===== config.mk =====
export PLATFORM = sky130hd
export DESIGN_NAME = ex_flush_ctrl_flat
export DESIGN_NICKNAME = d
export VERILOG_FILES = /design/src/rtl/ex_flush_ctrl_if.sv /design/src/rtl/ex_flush_ctrl.sv /design/src/flat_wrapper.sv
export SDC_FILE = /design/constraint.sdc
export NUM_CORES = 1
export LEC_CHECK = 0
export CAP_MARGIN = 5
export CELL_PAD_IN_SITES_DETAIL_PLACEMENT = 1
export CELL_PAD_IN_SITES_GLOBAL_PLACEMENT = 1
export CORE_AREA = 2 2 80 82
export DETAILED_ROUTE_END_ITERATION = 7
export DIE_AREA = 0 0 82 84
export DONT_BUFFER_PORTS = 1
export PLACE_DENSITY = 0.76
export SKIP_LAST_GASP = 1
export SYNTH_ARGS = -nofsm -noshare
export SYNTH_HDL_FRONTEND = slang
export SYNTH_SLANG_ARGS = --single-unit

===== constraint.sdc =====
create_clock -name clk -period 3.4 [get_ports clk]
set_input_delay 0.34 -clock clk [delete_from_list [all_inputs] [get_ports clk]]
set_output_delay 0.34 -clock clk [all_outputs]
set_load 0.02 [all_outputs]

===== src/rtl/ex_flush_ctrl_if.sv =====
// rtl/ex_flush_ctrl_if.sv - WB/CP0/fetch signal bundle for ex_flush_ctrl (timer ports under CP0_TIMER_EN)
interface ex_flush_ctrl_if;
    // WB commit information
    logic        ws_valid;
    logic        ws_ex;
    logic        ws_eret;
    logic [31:0] ws_pc;
    logic        ws_slot;
    // CP0 state
    logic [31:0] cp0_status;
    logic [31:0] cp0_cause;
    logic [31:0] cp0_epc;
    // fetch redirect handshake and pipeline flush
    logic        fs_ready;
    logic        ex_flush;
    logic        redirect_valid;
    logic [31:0] redirect_pc;
    // interrupt record towards CP0
    logic        int_take;
    logic [31:0] int_epc;
    logic        int_bd;
    logic        busy;
`ifdef CP0_TIMER_EN
    logic [31:0] timer_compare;
    logic        timer_irq;
`endif

    // pipeline/CP0 side: drives commit info, observes the sequencer
    modport master (
        output ws_valid, ws_ex, ws_eret, ws_pc, ws_slot,
        output cp0_status, cp0_cause, cp0_epc, fs_ready,
        input  ex_flush, redirect_valid, redirect_pc,
        input  int_take, int_epc, int_bd, busy
`ifdef CP0_TIMER_EN
        , output timer_compare
        , input  timer_irq
`endif
    );

    // sequencer side
    modport slave (
        input  ws_valid, ws_ex, ws_eret, ws_pc, ws_slot,
        input  cp0_status, cp0_cause, cp0_epc, fs_ready,
        output ex_flush, redirect_valid, redirect_pc,
        output int_take, int_epc, int_bd, busy
`ifdef CP0_TIMER_EN
        , input  timer_compare
        , output timer_irq
`endif
    );
endinterface


===== src/rtl/ex_flush_ctrl.sv =====
// rtl/ex_flush_ctrl.sv - WB-commit exception/interrupt/ERET flush and redirect sequencer (optional CP0_TIMER_EN)
module ex_flush_ctrl #(
    parameter logic [31:0] EX_ENTRY     = 32'hbfc00380,
    parameter int unsigned FLUSH_CYCLES = 1
) (
    input logic           clk,
    input logic           reset,
    ex_flush_ctrl_if.slave bus
);

    typedef enum logic [1:0] {
        ST_IDLE     = 2'd0,
        ST_FLUSH    = 2'd1,
        ST_REDIRECT = 2'd2
    } state_t;

    localparam logic [3:0] CNT_LOAD = 4'(FLUSH_CYCLES - 1);

    state_t      state_q, state_d;
    logic [3:0]  cnt_q, cnt_d;
    logic [31:0] target_q, target_d;

    logic        ex_flush_w;
    logic        redirect_valid_w;
    logic [31:0] redirect_pc_w;
    logic        int_take_w;
    logic [31:0] int_epc_w;
    logic        int_bd_w;

    logic [7:0]  ip_w;
    logic        int_pending;

`ifdef CP0_TIMER_EN
    logic [31:0] count_q;
    logic        toggle_q;
    logic        timer_irq_q;
    logic [31:0] compare_q;

    // free-running count at half clock rate; irq latches on match and
    // is dropped only when software rewrites the compare value
    always_ff @(posedge clk) begin
        if (reset) begin
            count_q     <= 32'd0;
            toggle_q    <= 1'b0;
            timer_irq_q <= 1'b0;
            compare_q   <= 32'd0;
        end else begin
            toggle_q  <= ~toggle_q;
            if (toggle_q) begin
                count_q <= count_q + 32'd1;
            end
            compare_q <= bus.timer_compare;
            if (bus.timer_compare != compare_q) begin
                timer_irq_q <= 1'b0;
            end else if (count_q == bus.timer_compare) begin
                timer_irq_q <= 1'b1;
            end
        end
    end

    assign bus.timer_irq = timer_irq_q;
    assign ip_w = {bus.cp0_cause[15] | timer_irq_q, bus.cp0_cause[14:8]};
`else
    assign ip_w = bus.cp0_cause[15:8];
`endif

    assign int_pending = bus.cp0_status[0] & ~bus.cp0_status[1]
                       & (|(ip_w & bus.cp0_status[15:8]));

    // state, flush counter and latched redirect target
    always_ff @(posedge clk) begin
        if (reset) begin
            state_q  <= ST_IDLE;
            cnt_q    <= 4'd0;
            target_q <= 32'd0;
        end else begin
            state_q  <= state_d;
            cnt_q    <= cnt_d;
            target_q <= target_d;
        end
    end

    // event arbitration at commit, flush countdown, redirect handshake
    always_comb begin
        state_d          = state_q;
        cnt_d            = cnt_q;
        target_d         = target_q;
        ex_flush_w       = 1'b0;
        redirect_valid_w = 1'b0;
        redirect_pc_w    = 32'd0;
        int_take_w       = 1'b0;
        int_epc_w        = 32'd0;
        int_bd_w         = 1'b0;

        case (state_q)
            ST_IDLE: begin
                // an interrupt only lands on an instruction boundary, and
                // it shadows any exception/ERET carried by that instruction
                if (bus.ws_valid && (int_pending || bus.ws_ex || bus.ws_eret)) begin
                    state_d = ST_FLUSH;
                    cnt_d   = CNT_LOAD;
                    if (int_pending) begin
                        target_d   = EX_ENTRY;
                        int_take_w = 1'b1;
                        int_epc_w  = bus.ws_slot ? (bus.ws_pc - 32'd4) : bus.ws_pc;
                        int_bd_w   = bus.ws_slot;
                    end else if (bus.ws_ex) begin
                        target_d = EX_ENTRY;
                    end else begin
                        target_d = bus.cp0_epc;
                    end
                end
            end
            ST_FLUSH: begin
                ex_flush_w = 1'b1;
                if (cnt_q == 4'd0) begin
                    state_d = ST_REDIRECT;
                end else begin
                    cnt_d = cnt_q - 4'd1;
                end
            end
            ST_REDIRECT: begin
                redirect_valid_w = 1'b1;
                redirect_pc_w    = target_q;
                if (bus.fs_ready) begin
                    state_d = ST_IDLE;
                end
            end
            default: begin
                state_d = ST_IDLE;
            end
        endcase

        // a reset cycle must never tell CP0 an interrupt was taken
        if (reset) begin
            int_take_w = 1'b0;
            int_epc_w  = 32'd0;
            int_bd_w   = 1'b0;
        end
    end

    assign bus.ex_flush       = ex_flush_w;
    assign bus.redirect_valid = redirect_valid_w;
    assign bus.redirect_pc    = redirect_pc_w;
    assign bus.int_take       = int_take_w;
    assign bus.int_epc        = int_epc_w;
    assign bus.int_bd         = int_bd_w;
    assign bus.busy           = (state_q != ST_IDLE);

endmodule

===== src/flat_wrapper.sv =====
// flat-port wrapper written by rule: the top's interface ports become plain ports
module ex_flush_ctrl_flat 
#(
    parameter logic [31:0] EX_ENTRY     = 32'hbfc00380,
    parameter int unsigned FLUSH_CYCLES = 1
)
  (clk, reset, bus_ws_valid, bus_ws_ex, bus_ws_eret, bus_ws_pc, bus_ws_slot, bus_cp0_status, bus_cp0_cause, bus_cp0_epc, bus_fs_ready, bus_ex_flush, bus_redirect_valid, bus_redirect_pc, bus_int_take, bus_int_epc, bus_int_bd, bus_busy);
  ex_flush_ctrl_if bus_i ();
  input logic clk;
  input logic reset;
  input wire logic [$bits(bus_i.ws_valid)-1:0] bus_ws_valid;
  input wire logic [$bits(bus_i.ws_ex)-1:0] bus_ws_ex;
  input wire logic [$bits(bus_i.ws_eret)-1:0] bus_ws_eret;
  input wire logic [$bits(bus_i.ws_pc)-1:0] bus_ws_pc;
  input wire logic [$bits(bus_i.ws_slot)-1:0] bus_ws_slot;
  input wire logic [$bits(bus_i.cp0_status)-1:0] bus_cp0_status;
  input wire logic [$bits(bus_i.cp0_cause)-1:0] bus_cp0_cause;
  input wire logic [$bits(bus_i.cp0_epc)-1:0] bus_cp0_epc;
  input wire logic [$bits(bus_i.fs_ready)-1:0] bus_fs_ready;
  output wire logic [$bits(bus_i.ex_flush)-1:0] bus_ex_flush;
  output wire logic [$bits(bus_i.redirect_valid)-1:0] bus_redirect_valid;
  output wire logic [$bits(bus_i.redirect_pc)-1:0] bus_redirect_pc;
  output wire logic [$bits(bus_i.int_take)-1:0] bus_int_take;
  output wire logic [$bits(bus_i.int_epc)-1:0] bus_int_epc;
  output wire logic [$bits(bus_i.int_bd)-1:0] bus_int_bd;
  output wire logic [$bits(bus_i.busy)-1:0] bus_busy;
  assign bus_i.ws_valid = bus_ws_valid;
  assign bus_i.ws_ex = bus_ws_ex;
  assign bus_i.ws_eret = bus_ws_eret;
  assign bus_i.ws_pc = bus_ws_pc;
  assign bus_i.ws_slot = bus_ws_slot;
  assign bus_i.cp0_status = bus_cp0_status;
  assign bus_i.cp0_cause = bus_cp0_cause;
  assign bus_i.cp0_epc = bus_cp0_epc;
  assign bus_i.fs_ready = bus_fs_ready;
  assign bus_ex_flush = bus_i.ex_flush;
  assign bus_redirect_valid = bus_i.redirect_valid;
  assign bus_redirect_pc = bus_i.redirect_pc;
  assign bus_int_take = bus_i.int_take;
  assign bus_int_epc = bus_i.int_epc;
  assign bus_int_bd = bus_i.int_bd;
  assign bus_busy = bus_i.busy;
  ex_flush_ctrl #(.EX_ENTRY(EX_ENTRY), .FLUSH_CYCLES(FLUSH_CYCLES)) u_core (.clk(clk), .reset(reset), .bus(bus_i));
endmodule

Word-level counts from Yosys, hierarchy flattened

Index checks and enable logic that the tools add are counted.

Reduce and logical (&&, ||, !) cells: 11
$add $sub $neg: 2
Muxes and demuxes: 25
Eq/ne operators: 6
Bitwise logic cells: 4

Operators by type and width:

| cell                  | count |
|---|---|
| $mux 32               | 8 |
| $sub 32x3->32 const B | 1 |
| $mux 1                | 10 |
| $and 8x8->8           | 1 |
| $mux 4                | 2 |
| $pmux 4 s2            | 1 |
| $reduce_or 8->1       | 1 |
| $mux 2                | 3 |
| $pmux 2 s3            | 1 |
| $reduce_and 3->1      | 2 |
| $logic_not 4->1       | 1 |
| $ne 2x1->1 const B    | 2 |
| $ne 2x2->1 const B    | 2 |
| $reduce_bool 2->1     | 2 |
| $sub 4x1->4 const B   | 1 |
| $and 1x1->1           | 2 |
| $eq 2x1->1 const B    | 1 |
| $eq 2x2->1 const B    | 1 |
| $logic_not 2->1       | 1 |
| $logic_or 1x1->1      | 2 |
| $reduce_and 2->1      | 1 |
| $logic_and 1x1->1     | 1 |
| $not 1->1             | 1 |

Output and inout bits: 69
Bits of input ports: 135
Word-level logic and storage cells: 51
Flip-flop bits (word level): 38

Depth between registers and ports, before layout

Gate-level depths: netlist of run 1.

Word-level depth: 9
Mapped depth: 7

Least setup slack after synthesis of run 1

Ideal clock, no wire load.

Path type: input -> output
Start: input port bus_ws_pc[18]
End: output port bus_int_epc[25]
Path buffers: 1
Cell stages on the path: 5
Arrival time: 2360 ps
Data required time: 3060 ps
Slack: 700 ps
Cell sequence: or4_4 > or4_1 > buf_2 > or4_1 > a21oi_1

Word-level cells in the longest chain between the ends: 6

RTL lines:

| what          | RTL line             | RTL |
|---|---|---|
| from (decl)   | flat_wrapper.sv:14   | `input wire logic [$bits(bus_i.ws_pc)-1:0] bus_ws_pc;` |
| $sub 32x3->32 | ex_flush_ctrl.sv:105 | `int_epc_w = bus.ws_slot ? (bus.ws_pc - 32'd4) : bus.ws_pc;` |
| $mux 32       | ex_flush_ctrl.sv:105 |  |
| $mux 32       | ex_flush_ctrl.sv:102 | `if (int_pending) begin` |
| $mux 32       | ex_flush_ctrl.sv:99  | `if (bus.ws_valid && (int_pending \|\| bus.ws_ex \|\| bus.ws_eret)) begin` |
| $mux 32       | ex_flush_ctrl.sv:95  | `case (state_q)` |
| $mux 32       | ex_flush_ctrl.sv:135 | `if (reset) begin` |
| to (decl)     | flat_wrapper.sv:24   | `output wire logic [$bits(bus_i.int_epc)-1:0] bus_int_epc;` |

Every way passes these cells.

Worst setup path in the final report of run 1

Start: input port bus_ws_pc[14]
End: output port bus_int_epc[26]

The elaborated chain is that of the path after synthesis.

==> metrics.cfg, run 1 <==
[run_status]
status=completed

[clocking]
cts-hold-fix-buffers=0
cts_sinks=38
cts_setup_buffers=0
clk_path_buf_depth=2
clkTransAtPathRegs_ns=0.07
cts.repair.resized=0
cts-root-buf=clkbuf_8
h-tree-depth=2
cts_made_buffers=5
worstSkewPairLatency_ns=0.29
cts_tree=built

[worst_setup_path]
crit_buf_inv=0
crit_top_cell=or4_1
cp.arrival_ns=2.76
critPathLaunchType=primary input
worstPathMaxFanout=19
critPathSlowestCell=or4_1
worstPathCellList=or4_4, or4_1, or4_1, a21oi_1
worstSetupEndpointType=primary output
critPathMaxStageDelay_ns=0.73
crit_required_ns=3.06
crit_type=primary input to primary output
crit_family=simple AND/OR/NAND/NOR gates

[logic_synthesis]
synthCells=287
synth_fa_ha_area_share_pct=1.53
synthTopCellsByArea=dfxtp_1, and2_1, a22o_1, a221o_1, or4_1
synth_mux_area_share_pct=0.867
synthFlopType=dfxtp_1
synth_cell_types=51
syn_avg_cell_area_um2=8.54
ys_seq_area_share_pct=31.0
synth_compound_area_share_pct=25.3
synth_top_family_by_area=simple AND/OR/NAND/NOR gates
yosys.area.top_type=dfxtp_1
async_flop_share_pct=0
yosys.area_share.xor_xnor_pct=4.29
netlist.area_leader.share_pct=31.0
synthesis.area_mm2=0.00245
yosysWarnings=0
synth_edf_count=0
synth_nets=425
ys_seq_elements=38
synth_simple_gate_area_share_pct=31.4

[grt]
grt_max_degree=22
grt_overflow=0
grt_pass1_wl_um=9940
grt.total_usage_pct=18.2
antenna_found_initial=0
grt_pass1_vias=2061

[layout]
fin_util_pct=43.1
drive_above_1_share_pct=10.6
n_antenna_cell=0
nets=420
syn_to_final_growth_pct=7.09

[sta]
fin_tns_setup_ns=0
rsz0062_at_grt=no
relSlewSlack_pct=49.3
worst_pin_slew_ns=0.761
fmax_mhz=323
final.min_clock_period_ns=3.10
fin_skew_ns=0.00255
finalSetupViolCount=0
finalCritPeriodShare_pct=91.1
whs_ns=0.116
slew_violations=0
finalHoldViolCount=0

[die]
die_area_mm2=0.00689
num_rows=29
initial_core_util_pct=40.2
num_io_pins=204
core-area_mm2=0.00610
dieHeight_um=84
die_x_um=82

[placement]
dpl.hpwl_um=5180
gp_congestion=0.735
portBuffers=0

[detailed_routing]
drt-total-wl_um=6680
drt_pass1_iterations=4
drt_iter0_drc=80
antenna_left=0
wire_per_inst_um=18.6
viasPerCell=6.23
drc_errors=0
via_count=2237

[job]
max_cap_violations=0

[power]
powerDensity_mw_per_mm2=384
vdd_drop_max_mv=0.192
power.leakage_nw=0.920

[min_path]
hp-class=primary input to flip-flop

-- registers in the layout, indices dropped and copies added (netlist names) --
name             count
u_core.cnt_q         4
u_core.state_q       2
u_core.target_q     32
-- cell usage in the layout, fill, tap and decap left out, drive strengths merged, types with 4 or more instances in the layout --
cell,instances
xor2,7
o31ai,14
nor2,20
buf,8
nand3,5
or4,17
or3,8
inv,8
a22oi,5
dfxtp,38
clkbuf,6
a21oi,19
xnor2,5
o21ai,4
and2,36
a221o,12
nand4,4
a22o,21
nand2,6
-- report_power, final --
group | total, mW | internal [mW] | switching, mW
registers | 0.487 | 0.473 | 0.0140
clock network | 0.389 | 0.235 | 0.155
logic | 0.133 | 0.0540 | 0.0788
total | 1.01 | 0.762 | 0.247
-- kinds of logic after synthesis --
| group | after synthesis |
|---|---|
| mux | 2 |
| flops | 38 |
| buf+inv | 28 |
| compound gates | 82 |
| fa+ha+maj | 3 |
| xor+xnor | 12 |
| simple gates | 122 |
-- worst paths after layout --
kind | slack (ns) | start | end | cells past startpoint
max | 0.30 | bus_ws_pc[14] | bus_int_epc[26] | 4
min | 0.12 | reset | u_core.state_q[0] | 1
max reg2reg | 1.44 | u_core.state_q[0] | u_core.target_q[24] | 4
min reg2reg | 0.47 | u_core.target_q[18] | u_core.target_q[18] | 1
-- layout make-up --
class / count / area, um^2
Fill cell: 726 / 3470
Sequential cell: 38 / 761
Clock inverter: 1 / 30.0
Clock buffer: 6 / 82.6
Multi-Input combinational cell: 221 / 1570
Timing Repair Buffer: 8 / 60.1
Inverter: 8 / 30.0
Tap cell: 77 / 96.3
-- metrics by stage --
stage / setup slack [ns] / cell area, um^2 / cells / total power, mW
after floorplan: 0.700 / 2450 / 287 / 0.606
after global placement: 0.399 / 2510 / 352 / 0.624
after detailed placement: 0.322 / 2510 / 352 / 0.631
after CTS: 0.315 / 2630 / 359 / 1.02
after global routing: 0.236 / 2630 / 359 / 1.06
final: 0.301 / 2630 / 359 / 1.01
-- synth_stat cells, types with 5 or more instances --
master and number:
clkbuf_1 15, or4_1 15, xnor2_1 5, a221o_1 12, and2_1 36, nor2_1 20
nand2_1 6, dfxtp_1 38, a22o_1 21, or3_1 6, nand3_1 5, o31ai_1 14
inv_1 8, a22oi_1 5, a21oi_1 19, xor2_1 7
-- routing by layer --
layer / track usage [%] / wire length (um) / share of wire (%)
met5: 0 / 0 / 0
met4: 6.36 / 131 / 2.0
met3: 7.14 / 676 / 10
met2: 31.6 / 3320 / 50
met1: 19.8 / 2550 / 38
(Power assumes the default switching activity.)
==> run 2, diff against run 1 <==
--- a/config.mk
+++ b/config.mk
@@ -9,6 +9,7 @@
 export CELL_PAD_IN_SITES_DETAIL_PLACEMENT = 1
 export CELL_PAD_IN_SITES_GLOBAL_PLACEMENT = 1
 export CORE_AREA = 2 2 80 82
+export CTS_BUF_LIST = sky130_fd_sc_hd__clkbuf_16
 export DETAILED_ROUTE_END_ITERATION = 7
 export DIE_AREA = 0 0 82 84
 export DONT_BUFFER_PORTS = 1
==> run 2 against run 1 <==
- hold slack better by 0.015 ns
- global-route usage increased by 0.46 points
- maximum frequency down 0.60%
- highest routed layer unchanged
- sequential cell count stayed put
- cell count stayed put
- setup slack got worse by 0.019 ns
- critical path depth stayed put
- sequential power is essentially flat
- clock skew grew 0.00050 ns
- final area increased by 1.8%
- total power rose by 12%
==> metrics.cfg, run 2 (synthesis results as in run 1) <==
[layout]
num-fill-cells=722  ; was 726
drive_above_1_share_pct=10.3  ; was 10.6%
reg_top3=u_core.target_q: 32 flops, u_core.cnt_q: 4 flops, u_core.state_q: 2 flops  ; unchanged
fin_util_pct=43.8  ; was 43.1%
fin_cells=359  ; unchanged
multi_input_area_mm2=0.00157  ; unchanged
final_common_cell=dfxtp_1  ; unchanged
largest_register_ffs=32  ; unchanged
syn_to_final_growth_pct=8.98  ; was 7.09%
n_antenna_cell=0  ; unchanged
regArea_um2=761  ; unchanged
final_cell_mix=dfxtp_1, and2_1, a22o_1  ; unchanged
nets=420  ; unchanged
design_area_mm2=0.00267  ; was 0.00263 mm^2
regMostFlops=u_core.target_q  ; unchanged

[clocking]
cts.repair.resized=0  ; unchanged
cts_setup_buffers=0  ; unchanged
cts_made_buffers=5  ; unchanged
clkTransAtPathRegs_ns=0.05  ; was 0.07 ns
cts_tree=built  ; unchanged
clk_path_buf_depth=2  ; unchanged
cts-root-buf=clkbuf_16  ; was clkbuf_8
cts_sinks=38  ; unchanged
h-tree-depth=2  ; unchanged
worstSkewPairLatency_ns=0.27  ; was 0.29 ns
cts-hold-fix-buffers=0  ; unchanged

[detailed_routing]
viasPerCell=6.31  ; was 6.23
drc_errors=0  ; unchanged
wire_per_inst_um=19.1  ; was 18.6 um
via_count=2267  ; was 2237
drt-total-wl_um=6850  ; was 6680 um
antenna_left=0  ; unchanged
drt_iter0_drc=83  ; was 80
drt_pass1_iterations=5  ; was 4

[sta]
rsz0062_at_grt=no  ; unchanged
finalHoldViolCount=0  ; unchanged
fmax_mhz=321  ; was 323 MHz
whs_ns=0.131  ; was 0.116 ns
fin_tns_setup_ns=0  ; unchanged
finalSetupViolCount=0  ; unchanged
worst_pin_slew_ns=0.752  ; was 0.761 ns
final.min_clock_period_ns=3.12  ; was 3.10 ns
relSlewSlack_pct=49.8  ; was 49.3%
finalCritPeriodShare_pct=91.7  ; was 91.1%
slew_violations=0  ; unchanged
fin_skew_ns=0.00305  ; was 0.00255 ns

[die]
num_io_pins=204  ; unchanged
initial_core_util_pct=40.2  ; unchanged
dieHeight_um=84  ; unchanged
die_area_mm2=0.00689  ; unchanged
core-area_mm2=0.00610  ; unchanged
num_rows=29  ; unchanged
die_x_um=82  ; unchanged

[grt]
antenna_found_initial=0  ; unchanged
grt_pass1_vias=2102  ; was 2061
grt.total_usage_pct=18.7  ; was 18.2%
grt_max_degree=22  ; unchanged
grt_overflow=0  ; unchanged
grt_pass1_wl_um=10100  ; was 9940 um

[run_status]
status=completed  ; unchanged

[power]
powerDensity_mw_per_mm2=422  ; was 384 mW/mm^2
power.leakage_nw=0.940  ; was 0.920 nW
vdd_drop_max_mv=0.302  ; was 0.192 mV

[worst_setup_path]
cp.arrival_ns=2.78  ; was 2.76 ns
worstPathMaxFanout=19  ; unchanged
worstSetupEndpointType=primary output  ; unchanged
critPathLaunchType=primary input  ; unchanged
crit_type=primary input to primary output  ; unchanged
crit_required_ns=3.06  ; about the same

[job]
max_cap_violations=0  ; unchanged

[min_path]
hp-class=primary input to flip-flop  ; unchanged

[placement]
dpl.hpwl_um=5180  ; unchanged
portBuffers=0  ; unchanged
gp_congestion=0.735  ; unchanged
dp.cells=352  ; unchanged
placed_area_mm2=0.00251  ; unchanged

-- run 2: cell types whose count changed in the layout (fill, tap and decap cells not counted) --
cell | previous run | this run
clkbuf_8 | 6 | 0
clkinv_1 | 0 | 1
clkbuf_16 | 0 | 5
-- run 2: worst max-delay path: stages --
cell and delay, ns:
or4_4 0.60, or4_1 0.74, or4_1 0.60, a21oi_1 0.50
-- run 2: area by class of cell --
| class | instances | area share [%] |
|---|---|---|
| Inverter | 8 | 1.12 |
| Multi-Input combinational cell | 221 | 58.6 |
| Clock buffer | 5 | 4.68 |
| Sequential cell | 38 | 28.5 |
| Tap cell | 77 | 3.60 |
| Clock inverter | 2 | 1.26 |
| Timing Repair Buffer | 8 | 2.25 |
-- run 2: worst paths after layout --
kind / from / end / slack (ns) / depth (start not counted)
worst min register to register: u_core.target_q[13] / u_core.target_q[13] / 0.47 / 1
worst max-delay path: bus_ws_pc[14] / bus_int_epc[26] / 0.28 / 4
worst max register to register: u_core.state_q[0] / u_core.target_q[29] / 1.42 / 4
worst min-delay path: reset / u_core.state_q[0] / 0.13 / 1
-- run 2: layer usage --
| metal | vias to the layer above | wire length (um) | GRT usage, % |
|---|---|---|---|
| met4 | 0 | 112 | 6.21 |
| li1 | 1078 | - | - |
| met1 | 1082 | 2650 | 20.1 |
| met5 | - | 0 | 0 |
| met3 | 9 | 605 | 6.06 |
| met2 | 98 | 3480 | 33.6 |
-- run 2: where the power goes --
part	switching (mW)	internal [mW]
registers	0.0151	0.474
logic	0.0798	0.0540
clock network	0.167	0.339
-- run 2: stage by stage --
step	setup WS, ns	total power [mW]
2_1_floorplan	0.700	0.606
3_3_place_gp	0.399	0.624
3_5_place_dp	0.322	0.631
4_1_cts	0.315	1.14
5_1_grt	0.236	1.17
6_report	0.282	1.13
